### config.mk
export PLATFORM = sky130hd
export DESIGN_NAME = axil2apb_bridge_flat
export DESIGN_NICKNAME = d
export VERILOG_FILES = /design/src/rtl/axil2apb_pkg.sv /design/src/rtl/axil2apb_bridge_if.sv /design/src/rtl/axil2apb_bridge.sv /design/src/flat_wrapper.sv
export SDC_FILE = /design/constraint.sdc
export NUM_CORES = 1
export LEC_CHECK = 0
export ABC_CLOCK_PERIOD_IN_PS = 1900
export CORE_MARGIN = 1.5
export CORE_UTILIZATION = 39
export DETAILED_ROUTE_END_ITERATION = 6
export PLACE_DENSITY_LB_ADDON = 0.2
export SLEW_MARGIN = 20
export SYNTH_ARGS = -nofsm -noshare
export SYNTH_HDL_FRONTEND = slang
export SYNTH_SLANG_ARGS = --single-unit
export TNS_END_PERCENT = 50
### constraint.sdc
create_clock -name PCLK -period 1.9 [get_ports PCLK]
set_input_delay 0.19 -clock PCLK [delete_from_list [all_inputs] [get_ports PCLK]]
set_output_delay 0.19 -clock PCLK [all_outputs]
set_load 0.005 [all_outputs]
### src/rtl/axil2apb_pkg.sv
// Shared FSM encoding and APB->AXI response codes for the AXI-Lite to APB bridge.
package axil2apb_pkg;

    typedef enum logic [2:0] {
        IDLE   = 3'd0,
        SETUP  = 3'd1,
        ACCESS = 3'd2,
        WRESP  = 3'd3,
        RRESP  = 3'd4
    } state_e;

    localparam logic [1:0] RESP_OKAY   = 2'b00;
    localparam logic [1:0] RESP_SLVERR = 2'b10;

    function automatic logic [1:0] apb_resp(input logic slverr);
        return slverr ? RESP_SLVERR : RESP_OKAY;
    endfunction

endpackage

### src/rtl/axil2apb_bridge_if.sv
// AXI-Lite slave + APB master signal bundle; 'slave' is the bridge view, 'master' the environment view.
interface axil2apb_bridge_if #(
    parameter int AW = 12,
    parameter int DW = 32
);
    logic            S_AXI_AWVALID, S_AXI_AWREADY;
    logic [AW-1:0]   S_AXI_AWADDR;
    logic [2:0]      S_AXI_AWPROT;
    logic            S_AXI_WVALID, S_AXI_WREADY;
    logic [DW-1:0]   S_AXI_WDATA;
    logic [DW/8-1:0] S_AXI_WSTRB;
    logic            S_AXI_BVALID, S_AXI_BREADY;
    logic [1:0]      S_AXI_BRESP;
    logic            S_AXI_ARVALID, S_AXI_ARREADY;
    logic [AW-1:0]   S_AXI_ARADDR;
    logic [2:0]      S_AXI_ARPROT;
    logic            S_AXI_RVALID, S_AXI_RREADY;
    logic [DW-1:0]   S_AXI_RDATA;
    logic [1:0]      S_AXI_RRESP;

    logic            PSEL, PENABLE, PWRITE;
    logic [AW-1:0]   PADDR;
    logic [DW-1:0]   PWDATA;
    logic [DW/8-1:0] PWSTRB;
    logic [2:0]      PPROT;
    logic            PREADY, PSLVERR;
    logic [DW-1:0]   PRDATA;

    modport slave (
        input  S_AXI_AWVALID, S_AXI_AWADDR, S_AXI_AWPROT,
        output S_AXI_AWREADY,
        input  S_AXI_WVALID, S_AXI_WDATA, S_AXI_WSTRB,
        output S_AXI_WREADY,
        output S_AXI_BVALID, S_AXI_BRESP,
        input  S_AXI_BREADY,
        input  S_AXI_ARVALID, S_AXI_ARADDR, S_AXI_ARPROT,
        output S_AXI_ARREADY,
        output S_AXI_RVALID, S_AXI_RDATA, S_AXI_RRESP,
        input  S_AXI_RREADY,
        output PSEL, PENABLE, PWRITE, PADDR, PWDATA, PWSTRB, PPROT,
        input  PREADY, PSLVERR, PRDATA
    );

    modport master (
        output S_AXI_AWVALID, S_AXI_AWADDR, S_AXI_AWPROT,
        input  S_AXI_AWREADY,
        output S_AXI_WVALID, S_AXI_WDATA, S_AXI_WSTRB,
        input  S_AXI_WREADY,
        input  S_AXI_BVALID, S_AXI_BRESP,
        output S_AXI_BREADY,
        output S_AXI_ARVALID, S_AXI_ARADDR, S_AXI_ARPROT,
        input  S_AXI_ARREADY,
        input  S_AXI_RVALID, S_AXI_RDATA, S_AXI_RRESP,
        output S_AXI_RREADY,
        input  PSEL, PENABLE, PWRITE, PADDR, PWDATA, PWSTRB, PPROT,
        output PREADY, PSLVERR, PRDATA
    );

endinterface

### src/rtl/axil2apb_bridge.sv
// Single-outstanding AXI-Lite to APB bridge with round-robin write/read arbitration.
module axil2apb_bridge
    import axil2apb_pkg::*;
#(
    parameter int C_APB_ADDR_WIDTH = 12,
    parameter int C_APB_DATA_WIDTH = 32
) (
    input  logic               PCLK,
    input  logic               PRESETn,
    axil2apb_bridge_if.slave   bus
);
    localparam int AW = C_APB_ADDR_WIDTH;
    localparam int DW = C_APB_DATA_WIDTH;

    state_e          state, state_nxt;
    logic            last_rd;
    logic            rst_done;
    logic            wr_elig, rd_elig, grant_wr, grant_rd, apb_done;

    logic [AW-1:0]   paddr_q;
    logic            pwrite_q;
    logic [2:0]      pprot_q;
    logic [DW-1:0]   pwdata_q, rdata_q;
    logic [DW/8-1:0] pwstrb_q;
    logic [1:0]      bresp_q, rresp_q;

    always_comb begin
        wr_elig   = bus.S_AXI_AWVALID && bus.S_AXI_WVALID;
        rd_elig   = bus.S_AXI_ARVALID;
        grant_wr  = 1'b0;
        grant_rd  = 1'b0;
        apb_done  = (state == ACCESS) && bus.PREADY;
        state_nxt = state;
        case (state)
            // rst_done keeps the first post-reset cycle quiet; ties go to whichever type lost last
            IDLE: if (rst_done) begin
                if (wr_elig && (!rd_elig || last_rd)) begin
                    grant_wr  = 1'b1;
                    state_nxt = SETUP;
                end else if (rd_elig) begin
                    grant_rd  = 1'b1;
                    state_nxt = SETUP;
                end
            end
            SETUP:   state_nxt = ACCESS;
            ACCESS:  if (bus.PREADY) state_nxt = pwrite_q ? WRESP : RRESP;
            WRESP:   if (bus.S_AXI_BREADY) state_nxt = IDLE;
            RRESP:   if (bus.S_AXI_RREADY) state_nxt = IDLE;
            default: state_nxt = IDLE;
        endcase
    end

    always_ff @(posedge PCLK or negedge PRESETn) begin
        if (!PRESETn) begin
            state    <= IDLE;
            last_rd  <= 1'b1;
            rst_done <= 1'b0;
        end else begin
            state    <= state_nxt;
            rst_done <= 1'b1;
            if (grant_wr)      last_rd <= 1'b0;
            else if (grant_rd) last_rd <= 1'b1;
        end
    end

    always_ff @(posedge PCLK or negedge PRESETn) begin
        if (!PRESETn) begin
            paddr_q  <= '0;
            pwrite_q <= 1'b0;
            pprot_q  <= '0;
            pwdata_q <= '0;
            pwstrb_q <= '0;
            bresp_q  <= RESP_OKAY;
            rresp_q  <= RESP_OKAY;
            rdata_q  <= '0;
        end else begin
            if (grant_wr) begin
                paddr_q  <= bus.S_AXI_AWADDR;
                pwrite_q <= 1'b1;
                pprot_q  <= bus.S_AXI_AWPROT;
                pwdata_q <= bus.S_AXI_WDATA;
                pwstrb_q <= bus.S_AXI_WSTRB;
            end else if (grant_rd) begin
                paddr_q  <= bus.S_AXI_ARADDR;
                pwrite_q <= 1'b0;
                pprot_q  <= bus.S_AXI_ARPROT;
                pwdata_q <= '0;
                pwstrb_q <= '0;
            end
            // PSLVERR/PRDATA are only meaningful on the completing ACCESS cycle
            if (apb_done) begin
                if (pwrite_q) begin
                    bresp_q <= apb_resp(bus.PSLVERR);
                end else begin
                    rresp_q <= apb_resp(bus.PSLVERR);
                    rdata_q <= bus.PRDATA;
                end
            end
        end
    end

    assign bus.S_AXI_AWREADY = grant_wr;
    assign bus.S_AXI_WREADY  = grant_wr;
    assign bus.S_AXI_ARREADY = grant_rd;
    assign bus.S_AXI_BVALID  = (state == WRESP);
    assign bus.S_AXI_BRESP   = bresp_q;
    assign bus.S_AXI_RVALID  = (state == RRESP);
    assign bus.S_AXI_RRESP   = rresp_q;
    assign bus.S_AXI_RDATA   = rdata_q;

    assign bus.PSEL    = (state == SETUP) || (state == ACCESS);
    assign bus.PENABLE = (state == ACCESS);
    assign bus.PWRITE  = pwrite_q;
    assign bus.PADDR   = paddr_q;
    assign bus.PWDATA  = pwdata_q;
    assign bus.PWSTRB  = pwstrb_q;
    assign bus.PPROT   = pprot_q;

endmodule

### src/flat_wrapper.sv
// flat-port wrapper written by rule: the top's interface ports become plain ports
module axil2apb_bridge_flat import axil2apb_pkg::*;
#(
    parameter int C_APB_ADDR_WIDTH = 12,
    parameter int C_APB_DATA_WIDTH = 32
)
  (PCLK, PRESETn, bus_S_AXI_AWVALID, bus_S_AXI_AWADDR, bus_S_AXI_AWPROT, bus_S_AXI_AWREADY, bus_S_AXI_WVALID, bus_S_AXI_WDATA, bus_S_AXI_WSTRB, bus_S_AXI_WREADY, bus_S_AXI_BVALID, bus_S_AXI_BRESP, bus_S_AXI_BREADY, bus_S_AXI_ARVALID, bus_S_AXI_ARADDR, bus_S_AXI_ARPROT, bus_S_AXI_ARREADY, bus_S_AXI_RVALID, bus_S_AXI_RDATA, bus_S_AXI_RRESP, bus_S_AXI_RREADY, bus_PSEL, bus_PENABLE, bus_PWRITE, bus_PADDR, bus_PWDATA, bus_PWSTRB, bus_PPROT, bus_PREADY, bus_PSLVERR, bus_PRDATA);
  axil2apb_bridge_if #(.AW(12), .DW(32)) bus_i ();
  input  logic PCLK;
  input  logic PRESETn;
  input wire logic [$bits(bus_i.S_AXI_AWVALID)-1:0] bus_S_AXI_AWVALID;
  input wire logic [$bits(bus_i.S_AXI_AWADDR)-1:0] bus_S_AXI_AWADDR;
  input wire logic [$bits(bus_i.S_AXI_AWPROT)-1:0] bus_S_AXI_AWPROT;
  output wire logic [$bits(bus_i.S_AXI_AWREADY)-1:0] bus_S_AXI_AWREADY;
  input wire logic [$bits(bus_i.S_AXI_WVALID)-1:0] bus_S_AXI_WVALID;
  input wire logic [$bits(bus_i.S_AXI_WDATA)-1:0] bus_S_AXI_WDATA;
  input wire logic [$bits(bus_i.S_AXI_WSTRB)-1:0] bus_S_AXI_WSTRB;
  output wire logic [$bits(bus_i.S_AXI_WREADY)-1:0] bus_S_AXI_WREADY;
  output wire logic [$bits(bus_i.S_AXI_BVALID)-1:0] bus_S_AXI_BVALID;
  output wire logic [$bits(bus_i.S_AXI_BRESP)-1:0] bus_S_AXI_BRESP;
  input wire logic [$bits(bus_i.S_AXI_BREADY)-1:0] bus_S_AXI_BREADY;
  input wire logic [$bits(bus_i.S_AXI_ARVALID)-1:0] bus_S_AXI_ARVALID;
  input wire logic [$bits(bus_i.S_AXI_ARADDR)-1:0] bus_S_AXI_ARADDR;
  input wire logic [$bits(bus_i.S_AXI_ARPROT)-1:0] bus_S_AXI_ARPROT;
  output wire logic [$bits(bus_i.S_AXI_ARREADY)-1:0] bus_S_AXI_ARREADY;
  output wire logic [$bits(bus_i.S_AXI_RVALID)-1:0] bus_S_AXI_RVALID;
  output wire logic [$bits(bus_i.S_AXI_RDATA)-1:0] bus_S_AXI_RDATA;
  output wire logic [$bits(bus_i.S_AXI_RRESP)-1:0] bus_S_AXI_RRESP;
  input wire logic [$bits(bus_i.S_AXI_RREADY)-1:0] bus_S_AXI_RREADY;
  output wire logic [$bits(bus_i.PSEL)-1:0] bus_PSEL;
  output wire logic [$bits(bus_i.PENABLE)-1:0] bus_PENABLE;
  output wire logic [$bits(bus_i.PWRITE)-1:0] bus_PWRITE;
  output wire logic [$bits(bus_i.PADDR)-1:0] bus_PADDR;
  output wire logic [$bits(bus_i.PWDATA)-1:0] bus_PWDATA;
  output wire logic [$bits(bus_i.PWSTRB)-1:0] bus_PWSTRB;
  output wire logic [$bits(bus_i.PPROT)-1:0] bus_PPROT;
  input wire logic [$bits(bus_i.PREADY)-1:0] bus_PREADY;
  input wire logic [$bits(bus_i.PSLVERR)-1:0] bus_PSLVERR;
  input wire logic [$bits(bus_i.PRDATA)-1:0] bus_PRDATA;
  assign bus_i.S_AXI_AWVALID = bus_S_AXI_AWVALID;
  assign bus_i.S_AXI_AWADDR = bus_S_AXI_AWADDR;
  assign bus_i.S_AXI_AWPROT = bus_S_AXI_AWPROT;
  assign bus_S_AXI_AWREADY = bus_i.S_AXI_AWREADY;
  assign bus_i.S_AXI_WVALID = bus_S_AXI_WVALID;
  assign bus_i.S_AXI_WDATA = bus_S_AXI_WDATA;
  assign bus_i.S_AXI_WSTRB = bus_S_AXI_WSTRB;
  assign bus_S_AXI_WREADY = bus_i.S_AXI_WREADY;
  assign bus_S_AXI_BVALID = bus_i.S_AXI_BVALID;
  assign bus_S_AXI_BRESP = bus_i.S_AXI_BRESP;
  assign bus_i.S_AXI_BREADY = bus_S_AXI_BREADY;
  assign bus_i.S_AXI_ARVALID = bus_S_AXI_ARVALID;
  assign bus_i.S_AXI_ARADDR = bus_S_AXI_ARADDR;
  assign bus_i.S_AXI_ARPROT = bus_S_AXI_ARPROT;
  assign bus_S_AXI_ARREADY = bus_i.S_AXI_ARREADY;
  assign bus_S_AXI_RVALID = bus_i.S_AXI_RVALID;
  assign bus_S_AXI_RDATA = bus_i.S_AXI_RDATA;
  assign bus_S_AXI_RRESP = bus_i.S_AXI_RRESP;
  assign bus_i.S_AXI_RREADY = bus_S_AXI_RREADY;
  assign bus_PSEL = bus_i.PSEL;
  assign bus_PENABLE = bus_i.PENABLE;
  assign bus_PWRITE = bus_i.PWRITE;
  assign bus_PADDR = bus_i.PADDR;
  assign bus_PWDATA = bus_i.PWDATA;
  assign bus_PWSTRB = bus_i.PWSTRB;
  assign bus_PPROT = bus_i.PPROT;
  assign bus_i.PREADY = bus_PREADY;
  assign bus_i.PSLVERR = bus_PSLVERR;
  assign bus_i.PRDATA = bus_PRDATA;
  axil2apb_bridge #(.C_APB_ADDR_WIDTH(C_APB_ADDR_WIDTH), .C_APB_DATA_WIDTH(C_APB_DATA_WIDTH)) u_core (.PCLK(PCLK), .PRESETn(PRESETn), .bus(bus_i));
endmodule
# ---- After elaboration in Yosys (flattened, before gate mapping)
# Cells that the tools add are included.
dict set report word_totals {
  reg_bits 93
  in_bits 107
  elab_cells 60
}
dict set report classes {
  eq_ne 9
  mux 28
  bitwise 1
  n_reduce_logical 11
}
# cell count
set op_table {}
lappend op_table {{$mux W32} 2}
lappend op_table {{$mux W3} 9}
lappend op_table {{$mux W12} 2}
lappend op_table {{$pmux W3 S5} 1}
lappend op_table {{$mux W1} 11}
lappend op_table {{$mux W4} 2}
lappend op_table {{$ne A2 B1 Y1 const B} 4}
lappend op_table {{$eq A3 B2 Y1 const B} 2}
lappend op_table {{$reduce_and A5 Y1} 1}
lappend op_table {{$reduce_and A2 Y1} 2}
lappend op_table {{$eq A3 B1 Y1 const B} 1}
lappend op_table {{$eq A3 B3 Y1 const B} 1}
lappend op_table {{$logic_and A1 B1 Y1} 3}
lappend op_table {{$logic_not A3 Y1} 1}
lappend op_table {{$ne A3 B2 Y1 const B} 1}
lappend op_table {{$logic_or A1 B1 Y1} 2}
lappend op_table {{$mux W2} 1}
lappend op_table {{$reduce_bool A2 Y1} 1}
lappend op_table {{$logic_not A1 Y1} 1}
lappend op_table {{$not A1 Y1} 1}

# ---- Longest topological paths before layout
dict set report logic_depth {
  word_depth 8
  ltp_mapped 7
  ltp_nobuf 3
}

# ---- Least setup slack after synthesis
# No wires, ideal clock.
dict set report synth_timing {
  path_type {reg2out}
  startpoint {register u_core.last_rd}
  endpoint {output port bus_S_AXI_WREADY}
  t_arrival_ps 1346
  t_required_ps 1710
  setup_slack_ps 364
  path_stages_with_launch 6
  path_buffers 3
  path_cell_list {dfstp_2 nand2b_1 clkbuf_1 and3_1 buf_2 buf_4}
}
dict set report synth_via {
  elab_chain_len 5
}
# item line
set synth_rtl {}
lappend synth_rtl {{from (decl)} axil2apb_bridge.sv:16} ;# logic last_rd;
lappend synth_rtl {{from (signal assigned)} axil2apb_bridge.sv:56} ;# last_rd <= 1'b1;
lappend synth_rtl {{from (signal assigned)} axil2apb_bridge.sv:61} ;# if (grant_wr) last_rd <= 1'b0;
lappend synth_rtl {{from (signal assigned)} axil2apb_bridge.sv:62} ;# else if (grant_rd) last_rd <= 1'b1;
lappend synth_rtl {{$logic_or A1 B1 Y1} axil2apb_bridge.sv:37} ;# if (wr_elig && (!rd_elig || last_rd)) begin
lappend synth_rtl {{$logic_and A1 B1 Y1} axil2apb_bridge.sv:37}
lappend synth_rtl {{$mux W1} axil2apb_bridge.sv:37}
lappend synth_rtl {{$mux W1} axil2apb_bridge.sv:36} ;# IDLE: if (rst_done) begin
lappend synth_rtl {{$mux W1} axil2apb_bridge.sv:34} ;# case (state)
lappend synth_rtl {{to (decl)} flat_wrapper.sv:18} ;# output wire logic [$bits(bus_i.S_AXI_WREADY)-1:0] bus_S_AXI_WREADY;
# Every way passes these cells.

# ---- Worst setup path after layout
dict set report layout_timing {
  startpoint {register u_core.state[0]}
  endpoint {output port bus_S_AXI_WREADY}
}
dict set report layout_via {
  elab_chain_len 2
}
# item line
set layout_rtl {}
lappend layout_rtl {{from (decl)} axil2apb_bridge.sv:15} ;# state_e state, state_nxt;
lappend layout_rtl {{from (signal assigned)} axil2apb_bridge.sv:59} ;# state <= state_nxt;
lappend layout_rtl {{$logic_not A3 Y1} axil2apb_bridge.sv:34}
lappend layout_rtl {{$mux W1} axil2apb_bridge.sv:34}
# Every way passes these cells.

==> results.json <==
{
  "layout_common_cells": "191 x clkdlybuf4s50_1, 90 x dfrtp_1, 36 x a22o_1",
  "grt_max_degree": 52,
  "power_density_nw_per_um2": 1480,
  "cts_buffers": 9,
  "criticalPathCategory": "flop to output pin",
  "place_inst": 606,
  "cp-start-kind": "flop",
  "clock_path_buffers": 2,
  "start_util_pct": 40.7,
  "numPortBuffers": 199,
  "final_common_cell": "clkdlybuf4s50_1",
  "cts_tree": "done",
  "fin_hold_ws_ps": 238,
  "setup_violations": 0,
  "drtIter0Drc": 126,
  "grt_overflow_total": 0,
  "seq_area_frac_synth_pct": 59.7,
  "period_share_pct": 93.5,
  "drc": 0,
  "num_rows": 35,
  "fmaxAchievable_mhz": 563,
  "r2r_start": "u_core.state[1]",
  "place_congestion": 0.825,
  "crit_chain": "nor4b_4, and3_4, dlygate4sd2_1",
  "worstRegToRegCells": 6,
  "grt_pass1_wl_um": 16400,
  "cts-root-buf": "clkbuf_8",
  "vdd.ir_drop.worst_mv": 0.701,
  "r2r_slack_ps": 140,
  "worst_hold_path_type": "primary input to async pin",
  "via_count": 3103,
  "end_kind": "output pin",
  "synthCells": 281,
  "crit_arrival_ps": 1590,
  "finalInstanceArea_um2": 6230,
  "synth_area_um2": 3810,
  "path_buf_inv": 1,
  "yosysWarnings": 0,
  "antenna_found_initial": 0,
  "instances_no_fill": 624,
  "setup_ws_ps": 124,
  "grt.total_usage_pct": 20.5,
  "post-dp-hpwl_um": 7750,
  "crit_cells": 3,
  "die_h_um": 102,
  "finalHoldViolations": 0,
  "fp.dieW_um": 102,
  "drv_cap": 0,
  "met2WireLength_um": 5040,
  "synth_top_area_cell": "dfrtp_1",
  "top_layer": "met4",
  "htreeDepth": 3,
  "setup_tns_ps": 0,
  "worstPathMaxFanout": 2,
  "placed_cell_area_um2": 5980,
  "wl_met3_um": 892,
  "p_leak_nw": 2.82,
  "drive_gt1_share_pct": 17.2,
  "final_nets": 598,
  "post_drt_via_cell_ratio": 4.97,
  "ys_ff_latch": 91,
  "worstPathRequired_ps": 1710,
  "rsz0062_at_grt": "no",
  "final_max_slew_viol_count": 0,
  "num_antenna_cells": 0,
  "core_um2": 9370,
  "crit_family": "simple AND/OR/NAND/NOR gates",
  "cts.sinks": 91,
  "r2r-end": "u_core.bus.S_AXI_RDATA[1]",
  "clk_pin_slew_worst_paths_ps": 90,
  "ant_nets": 0,
  "die_area_um2": 10400,
  "postSynthAreaPerCell_um2": 13.6,
  "period_minus_slack_ps": 1780,
  "pre_cts_ws_ps": -13.7,
  "met1_length_um": 4550,
  "finClkSkew_ps": 12.2,
  "status": "completed",
  "slowest_stage": "dfrtp_1",
  "avgRoutedWirePerCell_um": 17.0,
  "ios": 202,
  "insertion_delay_ps": 350,
  "grt_pass1_vias": 3231,
  "synth_area_leaders": "dfrtp_1 59%, mux2_4 11%, a22o_1 8.3%",
  "yosysUniqueCellTypes": 31,
  "finalWirelength_um": 10600,
  "synth_top_cell_area_share_pct": 59.1,
  "critPathMaxStageDelay_ps": 430,
  "area_delta_synth_final_pct": 63.3,
  "fill_cells": 769,
  "drt_pass1_iterations": 4
}
## kinds of logic (layout without fill, tap and decap cells)
family          Yosys count  after routing  synth area share [%]
mux                      34             34                  12.9
flops                    91             91                  59.7
buf+inv                  28            241                  4.76
xor+xnor                  1              1                 0.230
other cells               2              3                 0.197
compound gates           90             90                  16.2
simple gates             35             35                  5.97
## synth_stat cells
library cell / count
mux2_2: 5
a21o_1: 2
nor2b_1: 1
o21ai_0: 16
and2_1: 2
clkbuf_1: 7
buf_2: 7
nand2b_1: 3
inv_1: 1
and3_1: 1
nor2_1: 3
dfstp_2: 1
xnor2_1: 1
nor4b_2: 1
a311oi_1: 1
buf_6: 5
nand3b_4: 1
buf_4: 8
mux2_4: 29
and3b_1: 1
nand3_1: 16
a21oi_1: 18
dfrtp_1: 90
nand2_1: 3
nand3b_1: 1
a31oi_1: 16
conb_1: 2
nand2_4: 1
a22o_1: 36
a221oi_1: 1
nor3b_4: 1
## repair_timing
item | in CTS | in global routing
setup endpoints to repair | 5 | 4
resized for setup | 11 | 8
setup buffers | 2 | 1
hold buffers | 1 | 0
pin swaps | 2 | 2
hold endpoints to repair | 18 | 0
## through the flow
step | power (mW) | utilization [%]
after global placement | 7.83 | 63.9
after CTS | 9.30 | 66.3
after floorplan | 5.25 | -
after global routing | 9.80 | 66.4
final | 9.21 | 66.4
after detailed placement | 7.92 | 63.9
## layout make-up
cell class	instances	area (um^2)	share of cell area (%)
Inverter	1	3.75	0.0603
Tap cell	129	161	2.59
Multi-Input combinational cell	163	1380	22.1
Timing Repair Buffer	225	2210	35.4
Clock inverter	5	62.6	1.00
Sequential cell	91	2280	36.6
Clock buffer	10	138	2.21
## flip-flops by register name, indices dropped and copies added (netlist names)
name	flops
u_core.bus.PADDR	12
u_core.bus.PPROT	3
u_core.bus.PWDATA	32
u_core.bus.PWRITE	1
u_core.bus.PWSTRB	4
u_core.bus.S_AXI_BRESP	1
u_core.bus.S_AXI_RDATA	32
u_core.bus.S_AXI_RRESP	1
u_core.last_rd	1
u_core.rst_done	1
u_core.state	3
## how the worst max path moves through the flow
| stage | startpoint | to |
|---|---|---|
| CTS | u_core.state[0] | bus_PENABLE |
| detailed placement | bus_S_AXI_AWVALID | bus_S_AXI_AWREADY |
| global route | u_core.state[0] | bus_S_AXI_AWREADY |
| global placement | bus_S_AXI_AWVALID | bus_S_AXI_AWREADY |
| finish | u_core.state[0] | bus_S_AXI_WREADY |
| floorplan | u_core.last_rd | bus_S_AXI_WREADY |
## per-layer routing
metal  vias up  global-route usage, %
li1       1444                      -
met4         0                   7.27
met5         -                      0
met2       154                   33.1
met1      1495                   26.6
met3        10                   5.61
## worst reg2reg max path, stage by stage (launching register included)
cell and delay (ps):
dfrtp_1 410, buf_4 170, nor3b_4 160, buf_4 150
nand3b_4 80, buf_6 290, mux2_2 400
## power breakdown
part / switching [mW] / internal, mW
combinational: 1.41 / 2.99
clock: 0.680 / 0.644
sequential: 0.580 / 2.91
No activity file was read; power rests on OpenSTA's default activity.
